## config.mk

```make
export PLATFORM = sky130hd
export DESIGN_NAME = frame_serializer
export DESIGN_NICKNAME = d
export VERILOG_FILES = /design/src/rtl/frame_serializer.sv
export SDC_FILE = /design/constraint.sdc
export NUM_CORES = 1
export LEC_CHECK = 0
export BUFFER_PORTS_ARGS = -buffer_cell sky130_fd_sc_hd__buf_2
export CAP_MARGIN = 25
export CORE_ASPECT_RATIO = 0.5
export CORE_UTILIZATION = 40
export DETAILED_ROUTE_END_ITERATION = 8
export PLACE_DENSITY = 0.63
export SYNTH_ARGS = -nofsm -noshare
export SYNTH_HDL_FRONTEND = slang
export SYNTH_SLANG_ARGS = --single-unit
export TNS_END_PERCENT = 100
```

## constraint.sdc

```tcl
create_clock -name CLK -period 2 [get_ports CLK]
set_clock_uncertainty 0.1 [all_clocks]
set_input_delay 0.3 -clock CLK [delete_from_list [all_inputs] [get_ports CLK]]
set_output_delay 0.3 -clock CLK [all_outputs]
set_load 0.01 [all_outputs]
```

## src/rtl/frame_serializer.sv

```systemverilog
`default_nettype none
// ============================================================================
// Module   : frame_serializer
// Purpose  : Serialises a payload word as sync + MSB-first payload + optional
//            even parity, followed by a programmable zero gap.
// Revision : 1.0 - initial release
// ============================================================================
module frame_serializer #(
    parameter int                 DATA_W    = 8,
    parameter int                 SYNC_W    = 4,
    parameter logic [SYNC_W-1:0]  SYNC_PAT  = 4'b1010,
    parameter int                 PARITY_EN = 1,
    parameter int                 GAP       = 2
) (
    input  logic              CLK,
    input  logic              RSTN,
    input  logic [DATA_W-1:0] DIN,
    input  logic              DIN_VALID,
    output logic              DIN_READY,
    output logic              OUT_DATA,
    output logic              OUT_VALID,
    output logic              FRAME_START,
    output logic              BUSY
);

    localparam int c_FRAME_W = SYNC_W + DATA_W + ((PARITY_EN != 0) ? 1 : 0);
    localparam int c_CNT_MAX = (SYNC_W > DATA_W) ? SYNC_W : DATA_W;
    localparam int c_CNT_W   = (c_CNT_MAX > 1) ? $clog2(c_CNT_MAX) : 1;

    localparam logic [c_CNT_W-1:0] c_SYNC_LAST = c_CNT_W'(SYNC_W - 1);
    localparam logic [c_CNT_W-1:0] c_DATA_LAST = c_CNT_W'(DATA_W - 1);
    localparam logic [c_CNT_W-1:0] c_CNT_ONE   = c_CNT_W'(1);
    localparam logic [7:0]         c_GAP_LAST  = 8'((GAP > 0) ? GAP - 1 : 0);

    localparam logic [2:0] c_IDLE = 3'd0;
    localparam logic [2:0] c_SYNC = 3'd1;
    localparam logic [2:0] c_DATA = 3'd2;
    localparam logic [2:0] c_PAR  = 3'd3;
    localparam logic [2:0] c_GAP  = 3'd4;

    logic [2:0]           r_state;
    logic [c_CNT_W-1:0]   r_cnt;
    logic [7:0]           r_gap_cnt;
    logic [c_FRAME_W-1:0] r_shift;
    logic                 r_ready;
    logic                 r_out_data;
    logic                 r_out_valid;
    logic                 r_frame_start;
    logic                 r_busy;

    logic [c_FRAME_W-1:0] w_frame;
    logic                 w_accept;
    logic                 w_eof;
    logic                 w_to_last;

    // The whole frame (sync, payload, parity) is loaded as one shift image.
    if (PARITY_EN != 0) begin : g_par
        assign w_frame = {SYNC_PAT, DIN, ^DIN};
    end else begin : g_nopar
        assign w_frame = {SYNC_PAT, DIN};
    end

    assign w_accept = DIN_VALID & r_ready;

    always_comb begin
        w_eof     = (r_state == c_PAR) ||
                    ((r_state == c_DATA) && (r_cnt == '0) && (PARITY_EN == 0));
        w_to_last = 1'b0;
        // With no gap, ready is raised while the final frame bit is on the line.
        if (GAP == 0) begin
            if (PARITY_EN != 0) begin
                w_to_last = (r_state == c_DATA) && (r_cnt == '0);
            end else begin
                w_to_last = ((r_state == c_DATA) && (r_cnt == c_CNT_ONE)) ||
                            ((r_state == c_SYNC) && (r_cnt == '0) && (DATA_W == 1));
            end
        end
    end

    always_ff @(posedge CLK or negedge RSTN) begin
        if (!RSTN) begin
            r_state       <= c_IDLE;
            r_cnt         <= '0;
            r_gap_cnt     <= '0;
            r_shift       <= '0;
            r_ready       <= 1'b0;
            r_out_data    <= 1'b0;
            r_out_valid   <= 1'b0;
            r_frame_start <= 1'b0;
            r_busy        <= 1'b0;
        end else begin
            r_frame_start <= 1'b0;
            if (w_accept && ((r_state == c_IDLE) || w_eof)) begin
                r_state       <= c_SYNC;
                r_cnt         <= c_SYNC_LAST;
                r_shift       <= w_frame << 1;
                r_out_data    <= w_frame[c_FRAME_W-1];
                r_out_valid   <= 1'b1;
                r_frame_start <= 1'b1;
                r_busy        <= 1'b1;
                r_ready       <= 1'b0;
            end else if (w_eof) begin
                r_out_data  <= 1'b0;
                r_out_valid <= 1'b0;
                r_cnt       <= '0;
                if (GAP > 0) begin
                    r_state   <= c_GAP;
                    r_gap_cnt <= c_GAP_LAST;
                    r_busy    <= 1'b1;
                    r_ready   <= 1'b0;
                end else begin
                    r_state <= c_IDLE;
                    r_busy  <= 1'b0;
                    r_ready <= 1'b1;
                end
            end else begin
                case (r_state)
                    c_IDLE: begin
                        r_ready <= 1'b1;
                    end
                    c_SYNC, c_DATA: begin
                        r_out_data <= r_shift[c_FRAME_W-1];
                        r_shift    <= r_shift << 1;
                        r_ready    <= w_to_last;
                        if (r_cnt == '0) begin
                            if (r_state == c_SYNC) begin
                                r_state <= c_DATA;
                                r_cnt   <= c_DATA_LAST;
                            end else begin
                                r_state <= c_PAR;
                                r_cnt   <= '0;
                            end
                        end else begin
                            r_cnt <= r_cnt - 1'b1;
                        end
                    end
                    c_GAP: begin
                        if (r_gap_cnt == '0) begin
                            r_state <= c_IDLE;
                            r_busy  <= 1'b0;
                            r_ready <= 1'b1;
                        end else begin
                            r_gap_cnt <= r_gap_cnt - 1'b1;
                        end
                    end
                    default: begin
                        r_state     <= c_IDLE;
                        r_out_data  <= 1'b0;
                        r_out_valid <= 1'b0;
                        r_busy      <= 1'b0;
                        r_ready     <= 1'b0;
                    end
                endcase
            end
        end
    end

    assign DIN_READY   = r_ready;
    assign OUT_DATA    = r_out_data;
    assign OUT_VALID   = r_out_valid;
    assign FRAME_START = r_frame_start;
    assign BUSY        = r_busy;

endmodule
`default_nettype wire

```

==> summary.txt <==
STA
  – Slew of the pin with the lowest slew margin: 677.6 ps
  – Final Hold Fails: 0
  – Total Neg Setup Slack: 0 ps
  – Max Clock Freq: 0.5424 GHz
  – Final setup fails: 0
  – Max-slew violations: 0
  – Period utilisation layout: 92.18%
  – Slew HR: 54.83%
  – Minimum clock period: 1844 ps
  – RSZ-0062 raised after global routing: false

Setup path
  – CP startpoint kind: flop
  – CP required: 2110 ps
  – CP endpoint kind: flop
  – Crit Path Max Fanout: 15
  – Cell count of the worst reg-to-reg path: 5
  – WP data arrival: 1960 ps
  – Critical Setup Path Class: reg2reg

Run
  – Max cap viols: 0

Detailed routing
  – Vias per Instance: 5.283
  – DRT Wirelength: 3397 um
  – Via count: 1,342
  – Avg WL per Cell: 13.37 um
  – Final ANT Viol Nets: 0
  – Iteration-0 DRC Markers: 81
  – DR DRC count: 0
  – Drt first pass iters: 5

Place
  – IO buf count: 15
  – Placed cells: 246
  – Routability Congestion: 0.7435
  – Placed Area: 1826 um^2
  – Detailed Place HPWL: 2418 um

GRT
  – First-pass GRT wire length: 5664 um
  – Initial antenna violation count: 0
  – Vias in the first global route: 1,225
  – Largest net degree at the start of global routing: 32
  – Tot GR Track Use: 17.48%
  – GRT Residual Overflow: 0

CTS
  – Clk slew on worst S/H paths: 70 ps
  – Resize count post-CTS: 0
  – CTS buffer count: 5
  – Root Buffer: clkbuf_8
  – CTS tree: built
  – Clock latency on the worst-skew pair: 280 ps
  – Clock sinks: 31
  – Htree depth: 2
  – Clock Tree Buf Depth: 2

Die
  – Chip height: 47.47 um
  – Die area: 4412 um^2
  – Die X: 92.94 um
  – Starting density of the core: 42.16%
  – FP Rows: 16
  – Core area: 3924 um^2
  – IO Pins: 16

Logic synthesis
  – Post-Syn Area: 1654 um^2
  – Synthesized Nets: 191
  – Flops & latches, synth: 31
  – Post-Synthesis Cells: 176
  – Synth warn: 0
  – Leading area contributor after synthesis: dfrtp_1
  – Largest cells by area after synthesis: dfrtp_1 (47%), nand2_1 (6.1%), a21oi_1 (4.5%)
  – Async SR Flop Fraction: 100.0%
  – Top-area cell type share of the netlist area: 46.90%
  – Register area share after synthesis: 46.90%
  – Post-Syn Area per Cell: 9.398 um^2
  – Netlist cell types: 36
  – Primary FF master, synth: dfrtp_1
  – Post-synth EDFFs: 0

Min path
  – Hold crit path type: in2reg
  – Hold path depth: 3

Layout
  – Most frequent cells in the layout: dfrtp_1 (31), nand2_1 (27), nor2_1 (15), a21oi_1 (15), buf_2 (15)
  – Nets: 215
  – Commonest non-fill, non-tap cell in the layout: dfrtp_1
  – Post-route non-filler standard cell count: 254
  – Number of diodes: 0
  – Area Growth Syn to Fin: 16.26%
  – Layout cells sized above 1: 17.00%
  – Fill count: 390
  – Post-route cell area: 1923 um^2

Status
  – Outcome: finished clean

Pwr
  – Pleak: 0.9011 nW
  – Peak supply drop: 0.0005771 V
  – Pwr dens: 1599 nW/um^2
[kinds of logic (layout without fill, tap and decap cells)]
logic type / count (synthesis) / after routing / synth area share (%)
simple gates: 65 / 65 / 19.52
compound gates: 48 / 48 / 19.89
flops: 31 / 31 / 46.90
buf+inv: 16 / 40 / 4.160
xor+xnor: 10 / 10 / 5.295
fa+ha+maj: 4 / 4 / 3.026
mux: 2 / 2 / 1.210
[per-layer routing]
layer  vias to the layer above  wire length (um)  global-route usage [%]
met1                       647              1653                   21.41
li1                        663                 -                       -
met3                         5               148                   5.079
met4                         0                48                   9.231
met5                         -                 0                       0
met2                        27              1547                   29.56
[worst paths after layout]
| kind | endpoint | startpoint | slack (ps) |
|---|---|---|---|
| max in group asynchronous | r_state[2]$_DFFE_PN0P_ | RSTN | 860 |
| min in group asynchronous | r_shift[3]$_DFFE_PN0P_ | RSTN | 500 |
| min reg2reg | OUT_DATA$_DFFE_PN0N_ | OUT_DATA$_DFFE_PN0N_ | 380 |
| max | r_gap_cnt[6]$_DFFE_PN0P_ | r_state[0]$_DFFE_PN0P_ | 160 |
| min | r_shift[6]$_DFFE_PN0P_ | DIN[4] | 170 |
| max reg2reg | r_gap_cnt[6]$_DFFE_PN0P_ | r_state[0]$_DFFE_PN0P_ | 160 |
[registers in the layout, summed over array words and instances (netlist names)]
signal / count
DIN_READY: 1
OUT_DATA: 1
r_shift: 12
r_cnt: 3
BUSY: 1
FRAME_START: 1
r_gap_cnt: 8
OUT_VALID: 1
r_state: 3
[stage by stage]
step	hold slack [ps]	total power, mW	utilization, %	setup slack (ps)
global route	179.0	3.373	49.01	49.26
detailed placement	292.3	2.602	46.52	148.7
global placement	279.6	2.547	46.33	24.64
CTS	165.2	3.109	49.01	136.9
finish	172.5	3.075	49.01	156.4
floorplan	-95.59	2.169	-	269.7
[critical path: stages (launching register included)]
cell and delay (ps):
dfrtp_1 390, buf_4 190, nand4bb_4 230, a311o_1 400, or3_1 330, a21oi_1 140
[repair_timing]
action,4_1_cts,5_1_grt
hold buffers,1,0
setup buffers,0,0
hold endpoints to repair,31,0
[where the power goes]
| part | internal (mW) | switching [mW] | total [mW] |
|---|---|---|---|
| Sequential | 0.904 | 0.215 | 1.12 |
| Combinational | 0.634 | 0.834 | 1.47 |
| Clock | 0.269 | 0.219 | 0.489 |
[area by class of cell]
class	instances	area, um^2	share of cell area [%]
Tap cell	54	67.56	3.513
Multi-Input combinational cell	129	809.5	42.10
Inverter	8	30.03	1.561
Sequential cell	31	775.7	40.34
Timing Repair Buffer	25	152.6	7.938
Clock buffer	6	82.58	4.294
Clock inverter	1	5.005	0.2602
[synth_stat cells (4+ instances only)]
| cell | number |
|---|---|
| a22oi_1 | 8 |
| a22o_1 | 4 |
| ha_1 | 4 |
| nor2_1 | 15 |
| a21oi_1 | 15 |
| inv_1 | 8 |
| o21ai_0 | 9 |
| xor2_1 | 4 |
| nand2_1 | 27 |
| dfrtp_1 | 31 |
| clkbuf_1 | 6 |
| xnor2_1 | 6 |
(Power assumes the default switching activity.)
